==> src/rtl/frontend_ibuf_pkg.sv <==
// Shared types and helpers for the frontend response instruction buffer.
// Optional feature macro used by the top: FRONTEND_IBUF_STALL_CNT_EN.
package frontend_ibuf_pkg;

    localparam int unsigned PARCEL_W = 16;
    // Stored pc field width; instances must use PC_W <= PC_W_MAX.
    localparam int unsigned PC_W_MAX = 32;

    typedef struct packed {
        logic [PC_W_MAX-1:0] pc;
        logic [PARCEL_W-1:0] bits;
        logic                pf;
        logic                ae;
    } parcel_t;

    function automatic logic is_rvc(input logic [PARCEL_W-1:0] bits);
        return bits[1:0] != 2'b11;
    endfunction

endpackage

==> src/rtl/frontend_ibuf_decode.sv <==
// Combinational inspection of the two oldest parcels: builds the instruction
// presented to decode, its validity and how many parcels it consumes.
module frontend_ibuf_decode
    import frontend_ibuf_pkg::*;
#(
    parameter int unsigned PC_W  = 32,
    parameter int unsigned CNT_W = 3
) (
    input  logic             flush,
    input  parcel_t          head,
    input  parcel_t          second,
    input  logic [CNT_W-1:0] count,
    output logic             valid_c,
    output logic [PC_W-1:0]  pc_c,
    output logic [31:0]      bits_c,
    output logic             rvc_c,
    output logic             xcpt_pf_c,
    output logic             xcpt_ae_c,
    output logic             xcpt_cross_c,
    output logic [1:0]       consume_c
);

    logic has1;
    logic has2;

    assign has1 = count >= CNT_W'(1);
    assign has2 = count >= CNT_W'(2);

    always_comb begin
        valid_c      = 1'b0;
        pc_c         = '0;
        bits_c       = '0;
        rvc_c        = 1'b0;
        xcpt_pf_c    = 1'b0;
        xcpt_ae_c    = 1'b0;
        xcpt_cross_c = 1'b0;
        consume_c    = 2'd0;

        // Data fields stay zero while the queue is empty.
        if (has1) begin
            pc_c = PC_W'(head.pc);
            if (head.pf || head.ae) begin
                valid_c   = 1'b1;
                rvc_c     = is_rvc(head.bits);
                bits_c    = {16'h0000, head.bits};
                xcpt_pf_c = head.pf;
                xcpt_ae_c = head.ae;
                consume_c = 2'd1;
            end else if (is_rvc(head.bits)) begin
                valid_c   = 1'b1;
                rvc_c     = 1'b1;
                bits_c    = {16'h0000, head.bits};
                consume_c = 2'd1;
            end else if (has2) begin
                valid_c   = 1'b1;
                bits_c    = {second.bits, head.bits};
                consume_c = 2'd2;
                if (second.pf || second.ae) begin
                    xcpt_pf_c    = second.pf;
                    xcpt_ae_c    = second.ae;
                    xcpt_cross_c = 1'b1;
                end
            end
        end

        if (flush) begin
            valid_c   = 1'b0;
            consume_c = 2'd0;
        end
    end

endmodule

==> src/rtl/frontend_resp_ibuf.sv <==
// Frontend response instruction buffer: queues 16-bit parcels from fetch beats
// and hands one instruction per cycle to decode.
// Optional: FRONTEND_IBUF_STALL_CNT_EN adds a saturating decode-starvation counter.
module frontend_resp_ibuf
    import frontend_ibuf_pkg::*;
#(
    parameter int unsigned DEPTH = 6,
    parameter int unsigned PC_W  = 32
) (
    input  logic            clock,
    input  logic            reset_n,
    input  logic            flush,
    input  logic            resp_valid,
    output logic            resp_ready,
    input  logic [PC_W-1:0] resp_pc,
    input  logic [31:0]     resp_data,
    input  logic [1:0]      resp_mask,
    input  logic            resp_xcpt_pf,
    input  logic            resp_xcpt_ae,
    output logic            inst_valid,
    input  logic            inst_ready,
    output logic [PC_W-1:0] inst_pc,
    output logic [31:0]     inst_bits,
    output logic            inst_rvc,
    output logic            inst_xcpt_pf,
    output logic            inst_xcpt_ae,
    output logic            inst_xcpt_cross
`ifdef FRONTEND_IBUF_STALL_CNT_EN
    ,
    output logic [31:0]     stall_cnt
`endif
);

    localparam int unsigned PTR_W = (DEPTH > 1) ? $clog2(DEPTH) : 1;
    localparam int unsigned CNT_W = $clog2(DEPTH + 1);

    parcel_t          mem [DEPTH];
    logic [PTR_W-1:0] head;
    logic [PTR_W-1:0] tail;
    logic [CNT_W-1:0] count;

    logic [1:0]       mask_eff;
    logic [1:0]       enq_n;
    logic [1:0]       deq_n;
    logic [1:0]       consume;
    logic             enq;
    logic             deq;
    logic [PC_W-1:0]  base;
    parcel_t          p0;
    parcel_t          p1;
    parcel_t          second;

    function automatic logic [PTR_W-1:0] ptr_inc(input logic [PTR_W-1:0] p);
        return (p == PTR_W'(DEPTH - 1)) ? '0 : p + PTR_W'(1);
    endfunction

    function automatic logic [PTR_W-1:0] ptr_adv(input logic [PTR_W-1:0] p, input logic [1:0] n);
        case (n)
            2'd0:    return p;
            2'd1:    return ptr_inc(p);
            default: return ptr_inc(ptr_inc(p));
        endcase
    endfunction

    // Enqueue side: readiness depends only on registered occupancy.
    always_comb begin
        mask_eff   = resp_mask;
        if (resp_mask == 2'b00 && (resp_xcpt_pf || resp_xcpt_ae)) begin
            mask_eff = 2'b01;
        end
        resp_ready = !flush && ((CNT_W'(DEPTH) - count) >= CNT_W'(2));
        enq        = resp_valid && resp_ready;
        enq_n      = enq ? ({1'b0, mask_eff[0]} + {1'b0, mask_eff[1]}) : 2'd0;
        deq        = inst_valid && inst_ready;
        deq_n      = deq ? consume : 2'd0;
        base       = resp_pc & ~PC_W'(3);
        p0         = '{pc: PC_W_MAX'(base), bits: resp_data[15:0],
                       pf: resp_xcpt_pf, ae: resp_xcpt_ae};
        p1         = '{pc: PC_W_MAX'(base + PC_W'(2)), bits: resp_data[31:16],
                       pf: resp_xcpt_pf, ae: resp_xcpt_ae};
        second     = mem[ptr_inc(head)];
    end

    // Parcel storage; contents past count are never observed, so no reset.
    always_ff @(posedge clock) begin
        if (enq) begin
            case (mask_eff)
                2'b01: mem[tail] <= p0;
                2'b10: mem[tail] <= p1;
                2'b11: begin
                    mem[tail]          <= p0;
                    mem[ptr_inc(tail)] <= p1;
                end
                default: ;
            endcase
        end
    end

    always_ff @(posedge clock or negedge reset_n) begin
        if (!reset_n) begin
            head  <= '0;
            tail  <= '0;
            count <= '0;
        end else if (flush) begin
            head  <= '0;
            tail  <= '0;
            count <= '0;
        end else begin
            head  <= ptr_adv(head, deq_n);
            tail  <= ptr_adv(tail, enq_n);
            count <= count + CNT_W'(enq_n) - CNT_W'(deq_n);
        end
    end

    frontend_ibuf_decode #(
        .PC_W  (PC_W),
        .CNT_W (CNT_W)
    ) u_decode (
        .flush        (flush),
        .head         (mem[head]),
        .second       (second),
        .count        (count),
        .valid_c      (inst_valid),
        .pc_c         (inst_pc),
        .bits_c       (inst_bits),
        .rvc_c        (inst_rvc),
        .xcpt_pf_c    (inst_xcpt_pf),
        .xcpt_ae_c    (inst_xcpt_ae),
        .xcpt_cross_c (inst_xcpt_cross),
        .consume_c    (consume)
    );

`ifdef FRONTEND_IBUF_STALL_CNT_EN
    // Cycles where decode could take an instruction but none is available.
    always_ff @(posedge clock or negedge reset_n) begin
        if (!reset_n) begin
            stall_cnt <= '0;
        end else if (inst_ready && !inst_valid && !flush && (stall_cnt != 32'hFFFF_FFFF)) begin
            stall_cnt <= stall_cnt + 32'd1;
        end
    end
`endif

endmodule

==> config.mk <==
export PLATFORM = sky130hd
export DESIGN_NAME = frontend_resp_ibuf
export DESIGN_NICKNAME = d
export VERILOG_FILES = /design/src/rtl/frontend_ibuf_pkg.sv /design/src/rtl/frontend_ibuf_decode.sv /design/src/rtl/frontend_resp_ibuf.sv
export SDC_FILE = /design/constraint.sdc
export NUM_CORES = 1
export LEC_CHECK = 0
export ABC_CLOCK_PERIOD_IN_PS = 3550
export CAP_MARGIN = 25
export CORE_ASPECT_RATIO = 0.6
export CORE_UTILIZATION = 45
export DETAILED_ROUTE_END_ITERATION = 10
export PLACE_DENSITY = 0.67
export SLEW_MARGIN = 20
export SYNTH_ARGS = -nofsm -noshare
export SYNTH_HDL_FRONTEND = slang
export SYNTH_SLANG_ARGS = --single-unit
==> constraint.sdc <==
create_clock -name clock -period 3.55 [get_ports clock]
set_input_delay 0.71 -clock clock [delete_from_list [all_inputs] [get_ports clock]]
set_output_delay 0.71 -clock clock [all_outputs]
set_load 0.1 [all_outputs]
## Yosys cells after proc, flatten, opt, wreduce, memory -nomap -nowiden

Memories as Yosys holds them, arrays and structs flattened.
Cells that the tools add are included.
Widths: inputs -> output; s select.

- Memories: 1
- Memory bits (writable): 300
- Register bits: 9
- Input port bits: 73
- Output and inout bits: 70
- Word-level logic and storage cells: 97

Memories:

| name | words | width | read ports | clocked after Yosys merged registers in | write ports | line | text |
|---|---|---|---|---|---|---|---|
| mem | 6 | 50 | 2 | 0 | 2 | frontend_resp_ibuf.sv:37 | `parcel_t mem [DEPTH];` |

- Magnitude comparators: 3
- Bitwise operators: 2
- Eq/ne operators: 12
- Add/sub/neg operators: 9
- Mux-type cells: 56
- Reductions and logical operators: 11

Operator list:

| cell | number |
|---|---|
| $mux 32 | 5 |
| $mux 50 | 2 |
| $add 32x2->32 const B | 1 |
| $mux 1 | 32 |
| $mux 3 | 7 |
| $mux 2 | 8 |
| $add 3x1->3 const B | 4 |
| $eq 3x3->1 const B | 4 |
| $pmux 3 s2 | 2 |
| $eq 2x1->1 const B | 3 |
| $ge 3x2->1 const B | 2 |
| $logic_not 2->1 | 3 |
| $ne 2x2->1 const B | 3 |
| $eq 2x2->1 const B | 2 |
| $logic_and 1x1->1 | 4 |
| $add 3x2->3 | 1 |
| $ge 3x1->1 const B | 1 |
| $logic_or 1x1->1 | 3 |
| $sub 3x2->3 | 1 |
| $sub 3x3->3 const A | 1 |
| $add 1x1->2 | 1 |
| $or 1x1->1 | 2 |
| $logic_not 1->1 | 1 |

## Logic depth before layout (Yosys ltp)

- Word-level depth: 11
- Depth in mapped cells: 15

## Cells and area by module

From an unflattened synthesis, not the netlist that was laid out.

- Cells, all modules: 1,508
- Area total of the unflattened synthesis: 17,506.8 µm²

Modules (own cells, without submodules):

| module | seq. area each (µm²) | times used | area each (µm²) | cells each |
|---|---|---|---|---|
| frontend_resp_ibuf | 8,993.6 | 1 | 16,732.3 | 1,399 |
| frontend_ibuf_decode | 0.0 | 1 | 774.5 | 109 |

## Worst setup path after synthesis

Ideal clock, no wire load.

- Path kind: reg-to-output
- Start point: register head[2]
- End point: output inst_pc[10]
- Arrival: 3,718 ps
- Setup slack: -878 ps
- Path buffers: 4
- Cell stages (with the launch flop): 7
- Cells stage by stage: dfrtp_1 -> buf_2 -> buf_1 -> clkbuf_1 -> clkbuf_1 -> nor2_1 -> a211oi_1

- Longest elaborated chain between the ends: 2

Ends and longest elaborated chain:

| element | line | text |
|---|---|---|
| start, declared | frontend_resp_ibuf.sv:38 | `logic [PTR_W-1:0] head;` |
| start signal, assigned | frontend_resp_ibuf.sv:109 | `head <= ptr_adv(head, deq_n);` |
| $mem_v2 6x50 | - |  |
| $mux 32 | frontend_ibuf_decode.sv:40 | `if (has1) begin` |
| end, declared | frontend_resp_ibuf.sv:22 | `output logic [PC_W-1:0] inst_pc,` |

No other way between the ends.

## Final worst setup path

- Start point: register head[1]
- End point: output inst_bits[28]

- Longest elaborated chain between the ends: 7
- Elaborated cells between the ends (all ways): 10

Ends and longest elaborated chain:

| element | line | text |
|---|---|---|
| $add 3x1->3 / $eq 3x3->1 (equally long branches) | frontend_resp_ibuf.sv:54 | `return (p == PTR_W'(DEPTH - 1)) ? '0 : p + PTR_W'(1);` |
| $mux 3 | frontend_resp_ibuf.sv:54 |  |
| $mem_v2 6x50 * | - |  |
| $mux 32 | frontend_ibuf_decode.sv:54 | `end else if (has2) begin` |
| $mux 32 | frontend_ibuf_decode.sv:49 | `end else if (is_rvc(head.bits)) begin` |
| $mux 32 * | frontend_ibuf_decode.sv:42 | `if (head.pf \|\| head.ae) begin` |
| $mux 32 * | frontend_ibuf_decode.sv:40 |  |
| end, declared | frontend_resp_ibuf.sv:23 | `output logic [31:0] inst_bits,` |

Mark *: on every way between the ends. The rest lies on a longest branch, timed or not.

==> results.tsv <==
stage	metric	value	unit
timing	finalSetupViolations	1	
critical_path	start_kind	flip-flop	
logic_synthesis	synth.top_cells.by_area	edfxtp_1, mux4_2, and2_1	
logic_synthesis	synth_flop_cell	edfxtp_1	
clock_network	cts_tree	built	
layout	fill_cells	2647	
logic_synthesis	synth_warnings	0	
floorplanning	initial_core_util	45.8	%
floorplanning	pin_count	143	
logic_synthesis	synth_area	15500	µm²
logic_synthesis	yosysTopAreaCell	edfxtp_1	
critical_path	critPathBufInv	2	
power_and_ir_drop	p_comb_share	51.3	%
detailed_routing	avgViaCountPerCell	5.61	
timing	rsz0062_at_grt	yes	
detailed_routing	post_drt_wl_per_cell	21.6	µm
critical_path	path_max_fanout	14	
timing	worst_pin_slew	0.748	ns
floorplanning	die_area	35200	µm²
timing	period_needed	3.55	ns
power_and_ir_drop	clkPwrFrac	20.8	%
layout	final_cells	1707	
grt	grt_max_degree	74	
floorplanning	core_area	33800	µm²
layout	drive_above_1_share	31.8	%
flow_run	cap_violations	0	
run_status	violations	setup timing	
placed_design	placed_cells	1633	
grt	grt_overflow	0	
floorplanning	fp.dieH	146	µm
timing	finClkSkew	0.0144	ns
grt	gr-usage-all-layers	21.1	%
detailed_routing	drtIter0Drc	836	
layout	final_cell_mix	edfxtp_1, and2_1, a22o_1, buf_12, clkdlybuf4s50_1	
power_and_ir_drop	sequentialPowerShare	27.9	%
power_and_ir_drop	p_sw	6180	µW
critical_path	arrival	2.84	ns
grt	antenna_found_initial	1	
run_status	status	complete, but fails checks	
logic_synthesis	synthCells	1067	
logic_synthesis	avgSynthCellArea	14.5	µm²
timing	fmax	282	MHz
layout	area_growth	28.1	%
grt	grt_pass1_vias	9652	
layout	stdcell_area	19900	µm²
grt	grt_pass1_wl	57.5	mm
logic_synthesis	synth_seq_area_share	58.0	%
logic_synthesis	syn_nets	1148	
critical_path	cp.required	2.84	ns
placed_design	placedInstanceArea	18500	µm²
clock_network	clk_path_buf_depth	3	
clock_network	cts_max_level	1	
logic_synthesis	async_flop_share	2.97	%
logic_synthesis	synth_edf_count	288	
power_and_ir_drop	p_int	8720	µW
layout	final_common_cell	edfxtp_1	
clock_network	path_clk_slew	0.07	ns
timing	maxSlewHeadroom	50.1	%
detailed_routing	vias	9573	
placed_design	gp_congestion	0.811	
placed_design	port_buffers	139	
timing	hold_viol_final	0	
hold_path	hp-class	flip-flop to flip-flop	
logic_synthesis	synth_seq_cells	303	
clock_network	cts-buffers-inserted	30	
floorplanning	num_rows	52	
critical_path	endpoint_kind	output pin	
critical_path	crit_top_cell	buf_12	
timing	drv_slew	0	
clock_network	clkLatencyLatePin	0.56	ns
power_and_ir_drop	ir_drop	0.000724	V
power_and_ir_drop	switching_share	41.5	%
logic_synthesis	yosysTopAreaCellShare	55.8	%
critical_path	path_cells	mux2_4 -> or3_4 -> o311ai_4 -> and2_4 -> nand3b_4 -> buf_12 -> nor2b_4 -> buf_12	
critical_path	crit_path_max_incr_delay	0.57	ns
placed_design	dp.final_hpwl	23.0	mm
timing	period_share	100	%
detailed_routing	drc_errors	0	
floorplanning	die_w	242	µm
critical_path	critical_path_class	flip-flop to output pin	
layout	nNetsFinal	1304	
logic_synthesis	synth_cell_type_count	66	
clock_network	cts-root-buf	clkbuf_16	
detailed_routing	routed_wl	36.9	mm
clock_network	cts_sinks	303	
detailed_routing	drt_first_pass_iters	5	
critical_path	cp_slowest_cell	dfrtp_4	
detailed_routing	drtAntennaViolNets	0	
timing	timing.final.ws_setup	-0.00238	ns
critical_path	critPathTopFamily	simple AND/OR/NAND/NOR gates	
power_and_ir_drop	power_density	750	nW/µm²
power_and_ir_drop	leakage	0.00680	µW
[worst paths after layout]
path / to / start / cells past startpoint / slack (ns)
worst min register to register: mem[2][19] / mem[2][19] / 1 / 0.46
worst max register to register: count[2] / head[1] / 13 / 0.32
worst min-delay path: mem[2][19] / mem[2][19] / 1 / 0.46
max in group asynchronous: head[0] / reset_n / 1 / 2.65
min in group asynchronous: tail[0] / reset_n / 1 / 0.50
worst max-delay path: inst_bits[28] / head[1] / 8 / -0.002
[kinds of logic after synthesis]
logic type                 Yosys count  synth area share (%)
DFF                                303                  58.0
and+or+nand+nor                    345                  13.4
AOI/OAI and AO/OA                  157                  8.43
xor gates and xnor gates             6                 0.339
other                                1                0.0242
adders and majority gates            8                 0.742
muxes                              155                  16.0
buffers and inverters               92                  3.03
[layer usage]
metal	vias up	share of wire (%)	GRT usage [%]
met5	-	0	0
met4	0	1.6	4.24
met3	48	7.3	4.24
met2	337	45	31.8
met1	4780	46	31.8
li1	4408	-	-
[power by group through the flow]
stage | Combinational (µW) | Clock, µW | Sequential, µW
6_report | 7650 | 3100 | 4150
5_1_grt | 7930 | 3280 | 4170
4_1_cts | 7540 | 3150 | 4150
3_5_place_dp | 7330 | 0 | 4240
3_3_place_gp | 7300 | 0 | 4230
2_1_floorplan | 4920 | 0 | 4160
[cells in the mapped netlist, drive strengths merged, types with 2 or more instances]
| cell type | number |
|---|---|
| mux2 | 49 |
| nor2 | 66 |
| a21o | 3 |
| nor2b | 19 |
| buf | 51 |
| dfrtp | 9 |
| nand2 | 13 |
| nor3 | 10 |
| a211oi | 32 |
| ha | 6 |
| nand2b | 5 |
| o31ai | 2 |
| and2 | 208 |
| mux2i | 39 |
| dfxtp | 6 |
| or2 | 2 |
| nor3b | 4 |
| edfxtp | 288 |
| mux4 | 67 |
| nor4 | 5 |
| xnor2 | 3 |
| xor2 | 3 |
| o21ai | 5 |
| or3 | 2 |
| nand3 | 3 |
| a31oi | 6 |
| fa | 2 |
| a22o | 96 |
| inv | 11 |
| a21oi | 6 |
| and2b | 2 |
| clkbuf | 30 |
[worst register-to-register path: stages, from the launching register on]
cell	delay [ns]
dfrtp_4	0.57
mux2_4	0.34
or3_4	0.38
o311ai_4	0.08
and2_4	0.25
buf_4	0.14
and2b_2	0.22
ha_1	0.26
inv_1	0.05
ha_1	0.13
inv_1	0.05
fa_1	0.42
xnor2_1	0.16
nor2_1	0.05
[what timing repair did]
action / in CTS / in global routing
cloned: 0 / 1
resized for setup: 45 / 20
endpoints found under the setup margin: 35 / 36
pin swaps: 4 / 1
hold buffers: 0 / 0
setup buffers: 13 / 4
[metrics by stage]
step	utilization, %	setup TNS [ns]	total power [µW]	hold slack, ns	worst slack, ns
2_1_floorplan	-	-3.36	9080	0.414	-0.313
4_1_cts	58.3	-0.0641	14800	0.463	-0.0272
6_report	58.7	-0.00238	14900	0.461	-0.00238
5_1_grt	58.7	-1.05	15400	0.472	-0.0717
3_3_place_gp	54.6	0	11500	0.442	0.167
3_5_place_dp	54.6	0	11600	0.444	0.124
[final cells by class]
type                       count  area [µm²]  area share, %
tap                          459         574           2.89
clock inverter                 3        17.5         0.0882
clock buffer                  53         938           4.73
inverter                      11        41.3          0.208
multi-input combinational    672        6500           32.7
antenna                        1        2.50         0.0126
timing repair buffer         205        2780           14.0
sequential                   303        9000           45.3
[state kept, by name, summed over array words and instances, names as in the netlist]
name,flops
head,3
tail,3
mem,294
count,3
No activity file was read; power rests on OpenSTA's default activity.
